$ cat src/rtl/rsa_pkg.sv
// Shared constants for the RSA exponentiator front end: register map,
// CTRL/STAT bit positions and the one-hot sequencer state encoding.
package rsa_pkg;

  // Register map (word addresses)
  localparam int unsigned ADDR_X_LO   = 0;
  localparam int unsigned ADDR_X_HI   = 1;
  localparam int unsigned ADDR_E_LO   = 2;
  localparam int unsigned ADDR_E_HI   = 3;
  localparam int unsigned ADDR_M_LO   = 4;
  localparam int unsigned ADDR_M_HI   = 5;
  localparam int unsigned ADDR_Z_LO   = 6;
  localparam int unsigned ADDR_Z_HI   = 7;
  localparam int unsigned ADDR_CTRL   = 8;
  localparam int unsigned ADDR_CYCLES = 9;

  // CTRL write bits
  localparam int unsigned CTRL_START = 0;
  localparam int unsigned CTRL_CLEAR = 1;

  // STAT read bits
  localparam int unsigned STAT_BUSY = 0;
  localparam int unsigned STAT_DONE = 1;
  localparam int unsigned STAT_ERR  = 2;

  // Sequencer states, one-hot
  typedef enum logic [4:0] {
    S_IDLE    = 5'b00001,
    S_LAUNCH  = 5'b00010,
    S_WAIT    = 5'b00100,
    S_CAPTURE = 5'b01000,
    S_COOL    = 5'b10000
  } state_t;

endpackage

$ cat src/rtl/rsa_op_regs.sv
// Operand/result word register file for the RSA exponentiator front end.
// Operand words are writable only while the sequencer is idle; the result
// is loaded by the sequencer. Reads are registered (one cycle latency).
module rsa_op_regs
  import rsa_pkg::*;
#(
  parameter int BITS   = 64,
  parameter int WORD_W = 32,
  parameter int ADDR_W = 4
) (
  input  logic              clk,
  input  logic              rst,
  input  logic              wr_en,
  input  logic [ADDR_W-1:0] wr_addr,
  input  logic [WORD_W-1:0] wr_data,
  input  logic              busy,
  input  logic              z_load,
  input  logic [BITS-1:0]   z_in,
  input  logic [ADDR_W-1:0] rd_addr,
  input  logic [WORD_W-1:0] stat_word,
  input  logic [WORD_W-1:0] cycles_word,
  output logic [WORD_W-1:0] rd_data,
  output logic [BITS-1:0]   x,
  output logic [BITS-1:0]   e,
  output logic [BITS-1:0]   m
);

  logic [BITS-1:0]   x_q, e_q, m_q, z_q;
  logic [WORD_W-1:0] rd_nxt;

  assign x = x_q;
  assign e = e_q;
  assign m = m_q;

  // Read mux: select the addressed word; unmapped addresses read zero
  always_comb begin
    rd_nxt = '0;
    case (rd_addr)
      ADDR_W'(ADDR_X_LO):   rd_nxt = x_q[WORD_W-1:0];
      ADDR_W'(ADDR_X_HI):   rd_nxt = x_q[BITS-1:WORD_W];
      ADDR_W'(ADDR_E_LO):   rd_nxt = e_q[WORD_W-1:0];
      ADDR_W'(ADDR_E_HI):   rd_nxt = e_q[BITS-1:WORD_W];
      ADDR_W'(ADDR_M_LO):   rd_nxt = m_q[WORD_W-1:0];
      ADDR_W'(ADDR_M_HI):   rd_nxt = m_q[BITS-1:WORD_W];
      ADDR_W'(ADDR_Z_LO):   rd_nxt = z_q[WORD_W-1:0];
      ADDR_W'(ADDR_Z_HI):   rd_nxt = z_q[BITS-1:WORD_W];
      ADDR_W'(ADDR_CTRL):   rd_nxt = stat_word;
      ADDR_W'(ADDR_CYCLES): rd_nxt = cycles_word;
      default:              rd_nxt = '0;
    endcase
  end

  // Operand writes (dropped while busy), result capture and registered readback
  always_ff @(posedge clk) begin
    if (rst) begin
      x_q     <= '0;
      e_q     <= '0;
      m_q     <= '0;
      z_q     <= '0;
      rd_data <= '0;
    end else begin
      if (wr_en && !busy) begin
        case (wr_addr)
          ADDR_W'(ADDR_X_LO): x_q[WORD_W-1:0]    <= wr_data;
          ADDR_W'(ADDR_X_HI): x_q[BITS-1:WORD_W] <= wr_data;
          ADDR_W'(ADDR_E_LO): e_q[WORD_W-1:0]    <= wr_data;
          ADDR_W'(ADDR_E_HI): e_q[BITS-1:WORD_W] <= wr_data;
          ADDR_W'(ADDR_M_LO): m_q[WORD_W-1:0]    <= wr_data;
          ADDR_W'(ADDR_M_HI): m_q[BITS-1:WORD_W] <= wr_data;
          default: ;
        endcase
      end
      if (z_load) begin
        z_q <= z_in;
      end
      rd_data <= rd_nxt;
    end
  end

endmodule

$ cat src/rtl/rsa_exp_sequencer.sv
// Host-side sequencer for the 64-bit Montgomery exponentiator. Collects
// X/E/M over a 32-bit word bus, holds the core's go high for the whole
// operation, captures Z on done, then keeps go low for a cool-down cycle
// so the core returns to its reset state before the next operation.
// Optional build macro: RSA_CYCLE_COUNT_EN adds a saturating count of
// WAIT_DONE cycles readable at address 9 (reads 0 when not defined).
module rsa_exp_sequencer
  import rsa_pkg::*;
#(
  parameter int BITS   = 64,
  parameter int WORD_W = 32,
  parameter int ADDR_W = 4
) (
  input  logic              clk,
  input  logic              rst,
  input  logic              wr_en,
  input  logic [ADDR_W-1:0] wr_addr,
  input  logic [WORD_W-1:0] wr_data,
  input  logic [ADDR_W-1:0] rd_addr,
  output logic [WORD_W-1:0] rd_data,
  output logic              busy,
  output logic              irq,
  output logic [BITS-1:0]   exp_X,
  output logic [BITS-1:0]   exp_E,
  output logic [BITS-1:0]   exp_M,
  output logic              exp_go,
  input  logic              exp_done,
  input  logic [BITS-1:0]   exp_Z
);

  state_t state_q, state_nxt;
  logic   go_q, go_nxt;
  logic   done_q, done_nxt;
  logic   err_q, err_nxt;
  logic   z_load;
  logic   ctrl_wr, start, clear, m_ok;

  logic [WORD_W-1:0] stat_word;
  logic [WORD_W-1:0] cycles_word;

  assign ctrl_wr = wr_en && (wr_addr == ADDR_W'(ADDR_CTRL));
  assign start   = ctrl_wr && wr_data[CTRL_START];
  assign clear   = ctrl_wr && wr_data[CTRL_CLEAR];
  // Montgomery reduction needs an odd modulus greater than one
  assign m_ok    = exp_M[0] && (exp_M != BITS'(1));

  assign busy   = (state_q != S_IDLE);
  assign irq    = done_q;
  assign exp_go = go_q;

  assign stat_word = {{(WORD_W-3){1'b0}}, err_q, done_q, busy};

  rsa_op_regs #(
    .BITS   (BITS),
    .WORD_W (WORD_W),
    .ADDR_W (ADDR_W)
  ) u_regs (
    .clk         (clk),
    .rst         (rst),
    .wr_en       (wr_en),
    .wr_addr     (wr_addr),
    .wr_data     (wr_data),
    .busy        (busy),
    .z_load      (z_load),
    .z_in        (exp_Z),
    .rd_addr     (rd_addr),
    .stat_word   (stat_word),
    .cycles_word (cycles_word),
    .rd_data     (rd_data),
    .x           (exp_X),
    .e           (exp_E),
    .m           (exp_M)
  );

  // Next-state, go and flag logic; a clear in the same write as a start applies first
  always_comb begin
    state_nxt = state_q;
    go_nxt    = go_q;
    done_nxt  = done_q;
    err_nxt   = err_q;
    z_load    = 1'b0;
    if (clear) begin
      done_nxt = 1'b0;
      err_nxt  = 1'b0;
    end
    case (state_q)
      S_IDLE: begin
        if (start) begin
          if (m_ok) begin
            state_nxt = S_LAUNCH;
            go_nxt    = 1'b1;
          end else begin
            err_nxt = 1'b1;
          end
        end
      end
      S_LAUNCH: begin
        go_nxt    = 1'b1;
        done_nxt  = 1'b0;
        state_nxt = S_WAIT;
      end
      S_WAIT: begin
        if (exp_done) begin
          z_load    = 1'b1;
          state_nxt = S_CAPTURE;
        end
      end
      S_CAPTURE: begin
        go_nxt    = 1'b0;
        state_nxt = S_COOL;
      end
      S_COOL: begin
        done_nxt  = 1'b1;
        state_nxt = S_IDLE;
      end
      default: begin
        go_nxt    = 1'b0;
        state_nxt = S_IDLE;
      end
    endcase
  end

  // State and control flag registers
  always_ff @(posedge clk) begin
    if (rst) begin
      state_q <= S_IDLE;
      go_q    <= 1'b0;
      done_q  <= 1'b0;
      err_q   <= 1'b0;
    end else begin
      state_q <= state_nxt;
      go_q    <= go_nxt;
      done_q  <= done_nxt;
      err_q   <= err_nxt;
    end
  end

`ifdef RSA_CYCLE_COUNT_EN
  logic [31:0] cyc_q;

  // Saturating WAIT_DONE cycle counter, zeroed at launch, frozen after capture
  always_ff @(posedge clk) begin
    if (rst) begin
      cyc_q <= '0;
    end else if (state_q == S_LAUNCH) begin
      cyc_q <= '0;
    end else if ((state_q == S_WAIT) && (cyc_q != 32'hFFFF_FFFF)) begin
      cyc_q <= cyc_q + 32'd1;
    end
  end

  assign cycles_word = WORD_W'(cyc_q);
`else
  assign cycles_word = '0;
`endif

endmodule

$ cat config.mk
export PLATFORM = sky130hd
export DESIGN_NAME = rsa_exp_sequencer
export DESIGN_NICKNAME = d
export VERILOG_FILES = /design/src/rtl/rsa_pkg.sv /design/src/rtl/rsa_op_regs.sv /design/src/rtl/rsa_exp_sequencer.sv
export SDC_FILE = /design/constraint.sdc
export NUM_CORES = 1
export LEC_CHECK = 0
export ABC_AREA = 1
export BUFFER_PORTS_ARGS = -buffer_cell sky130_fd_sc_hd__buf_2
export CAP_MARGIN = 0
export CORE_MARGIN = 5
export CORE_UTILIZATION = 47
export CTS_CLUSTER_DIAMETER = 200
export CTS_CLUSTER_SIZE = 12
export DETAILED_ROUTE_END_ITERATION = 10
export HOLD_SLACK_MARGIN = 0.12
export PLACE_DENSITY = 0.77
export RECOVER_POWER = 100
export SKIP_CTS_REPAIR_TIMING = 1
export SYNTH_ARGS = -nofsm -noshare
export SYNTH_HDL_FRONTEND = slang
export SYNTH_SLANG_ARGS = --single-unit
$ cat constraint.sdc
create_clock -name clk -period 1.62 [get_ports clk]
set_input_delay 0.243 -clock clk [delete_from_list [all_inputs] [get_ports clk]]
set_output_delay 0.243 -clock clk [all_outputs]
set_load 0.02 [all_outputs]
==> results.md <==
- Status: finished with violations
- Failing checks: setup timing
- Worst hold endpoint: u_regs.z_q[42]$_SDFFE_PP0P_
- Post-synth cell types: 28
- Most frequent cells in the layout: 293 x dfxtp_1, 254 x a21oi_1, 235 x inv_1, 230 x clkbuf_1, 120 x nand2_1
- Synthesized instance count: 1,562
- Syn nets: 1,670
- Hold Startpoint: exp_Z[42]
- GP Congestion: 0.915
- Crit Path Category: reg -> reg
- Sequential power share: 0.489
- Worst r2r src: state_q[0]$_SDFFE_PP1P_
- Seq/Total Area, Yosys: 0.503
- Vias in the first global route: 12,300
- RSZ-0062 raised after global routing: true
- Hold slack final: 0.118 ns
- Routed Antenna Nets: 0
- Actual slew at the worst max-slew pin: 0.681 ns
- Drt pass-1 iters: 6
- Psw: 3.96 mW
- Hold/Removal Path Class: in -> reg
- TritonCTS Buffers: 28
- Peak VDD IR: 0.000781 V
- Die height: 168 µm
- Row count: 58
- Finished Core Util: 0.676
- Final nets: 2,135
- Power Density: 913 nW/µm²
- Period utilization: 1.14
- Final worst slack: -0.219 ns
- R2r worst-path depth: 10
- CORE AREA: 24,900 µm²
- Combinational group share of total power: 0.120
- CTS HTree Levels: 1
- # clock sinks: 296
- Worst Hold Depth: 3
- Fmax: 0.544 GHz
- Syn_area_per_cell: 7.54 µm²
- Sw Ratio: 0.258
- Dpl ws: -0.0660 ns
- Io pins: 335
- Total Wirelength: 53,100 µm
- Total power: 15.4 mW
- Vias: 13,900
- Post-DP HPWL: 33,800 µm
- Root Buffer: clkbuf_16
- Max-cap violations: 0
- Leak pwr: 6.18 nW
- Starting DRT DRC Count: 1,951
- Setup Skew: 0.0165 ns
- Synthesis Warnings: 0
- Commonest non-fill, non-tap cell in the layout: dfxtp_1
- Crit-path max FO: 26
- Largest net degree at the start of global routing: 78
- CTS tree: yes
- GR Overflow Total: 0
- Startpoint Class: flop
- I/O Buffers: 334
- Clk pwr share: 0.391
- Vias per cell: 5.87
- Final std cells w/o fill: 2,360
- Synthesized cell area: 11,800 µm²
- Final hold violations: 0
- DP Area: 14,400 µm²
- Final Cell Area: 16,800 µm²
- Initial core utilization: 0.473
- Chip Width: 168 µm
- Setup_tns: -8.66 ns
- Worst r2r dst: u_regs.x[21]$_SDFFE_PP0P_
- CP Data Required Time: 2.04 ns
- Residual DRC: 0
- Initial antenna violation count: 3
- Crit. End Element: flop
- FF+latch count, synth: 296
- Worst slew margin: 0.545
- Fin. max-slew vios: 0
- Area leader, netlist: dfxtp_1
- Clock latency at the later pin of the worst-skew pair: 0.56 ns
- Share of layout cells above drive strength 1: 0.192
- Die ar.: 28,300 µm²
- Overall Global Routing Usage: 0.313
- Clock transition at the registers of the reported paths: 0.07 ns
- Worst-case clock buffer depth: 3
- Area growth syn-to-layout: 42.8%
- Critical Path AT: 2.26 ns
- Fin crit period: 1.84 ns
- Routed WL per cell: 22.5 µm
- Finish-stage setup viols: 161
- Placed Cells: 2,209
- Top cell type's share of synthesized area: 0.503
- Ranking of synthesized cells by area: dfxtp_1 50%, a21oi_1 11%, o21ai_0 9.0%, inv_1 7.6%, nand2_1 3.8%
- Internal power: 11.4 mW
- First-pass GRT wire length: 70,300 µm
- Flop2flop setup slack: -0.22 ns
==> final cells by class <==
class	count	area, µm²
antenna	3	7.51
clock buffer	29	726
clock inverter	1	30.0
fill	2119	8070
inverter	245	933
multi-input combinational	916	5070
sequential	296	5930
tap	330	413
timing repair buffer	540	3710
==> state kept, by name, indices dropped and copies added, names as in the netlist <==
name	cells
exp_go	1
state_q	5
u_regs.rd_data	32
u_regs.e	64
u_regs.x	64
err_q	1
irq	1
u_regs.z_q	64
u_regs.m	64
==> power groups by stage <==
stage / combinational [mW] / clock [mW] / sequential (mW)
after floorplan: 0.569 / 0 / 7.79
after global routing: 1.96 / 6.33 / 7.52
after detailed placement: 1.38 / 0 / 7.66
after CTS: 1.39 / 6.01 / 7.50
after global placement: 1.36 / 0 / 7.66
final: 1.85 / 6.00 / 7.51
==> critical path: stages, from the launching register on <==
cell and delay, ns:
dfxtp_2 0.33, inv_2 0.04, nor2_2 0.08, and3_4 0.20, inv_4 0.05, nor2_8 0.14
buf_6 0.14, nand3_4 0.13, buf_12 0.21, o21ai_0 0.28, a21oi_1 0.08
==> cell usage after synthesis, drive strengths merged <==
cell,instances
dfxtp,296
a21oi,266
o21ai,252
inv,242
nand2,120
nor2,118
clkbuf,90
o22ai,68
nand3,31
buf,15
o221ai,14
nor3,13
nand4,11
a31oi,7
nor4,7
a221oi,3
clkinv,3
o2111ai,2
o211ai,2
a211oi,1
and3,1
==> worst max-delay path by stage <==
stage | start | slack (ns) | endpoint
3_3_place_gp | rd_addr[2] | -0.04 | u_regs.rd_data[29]$_SDFF_PP0_
5_1_grt | state_q[0]$_SDFFE_PP1P_ | -0.29 | u_regs.x[21]$_SDFFE_PP0P_
3_5_place_dp | rd_addr[2] | -0.07 | u_regs.rd_data[28]$_SDFF_PP0_
6_report | state_q[0]$_SDFFE_PP1P_ | -0.22 | u_regs.x[21]$_SDFFE_PP0P_
4_1_cts | state_q[3]$_SDFFE_PP0P_ | -0.23 | busy
2_1_floorplan | state_q[3]$_SDFFE_PP0P_ | 0.005 | u_regs.m[33]$_SDFFE_PP0P_
==> layer usage <==
layer	vias to the layer above	GRT usage	part of all wire
met2	1039	0.496	0.45
met5	-	0	0
met1	6452	0.411	0.37
li1	6146	-	-
met4	0	0.141	0.057
met3	227	0.0681	0.12
==> logic make-up after synthesis <==
group                  share of synthesized area
AOI/OAI and AO/OA                          0.276
buffers and inverters                      0.113
and+or+nand+nor                            0.108
DFF                                        0.503
(Power assumes the default switching activity.)
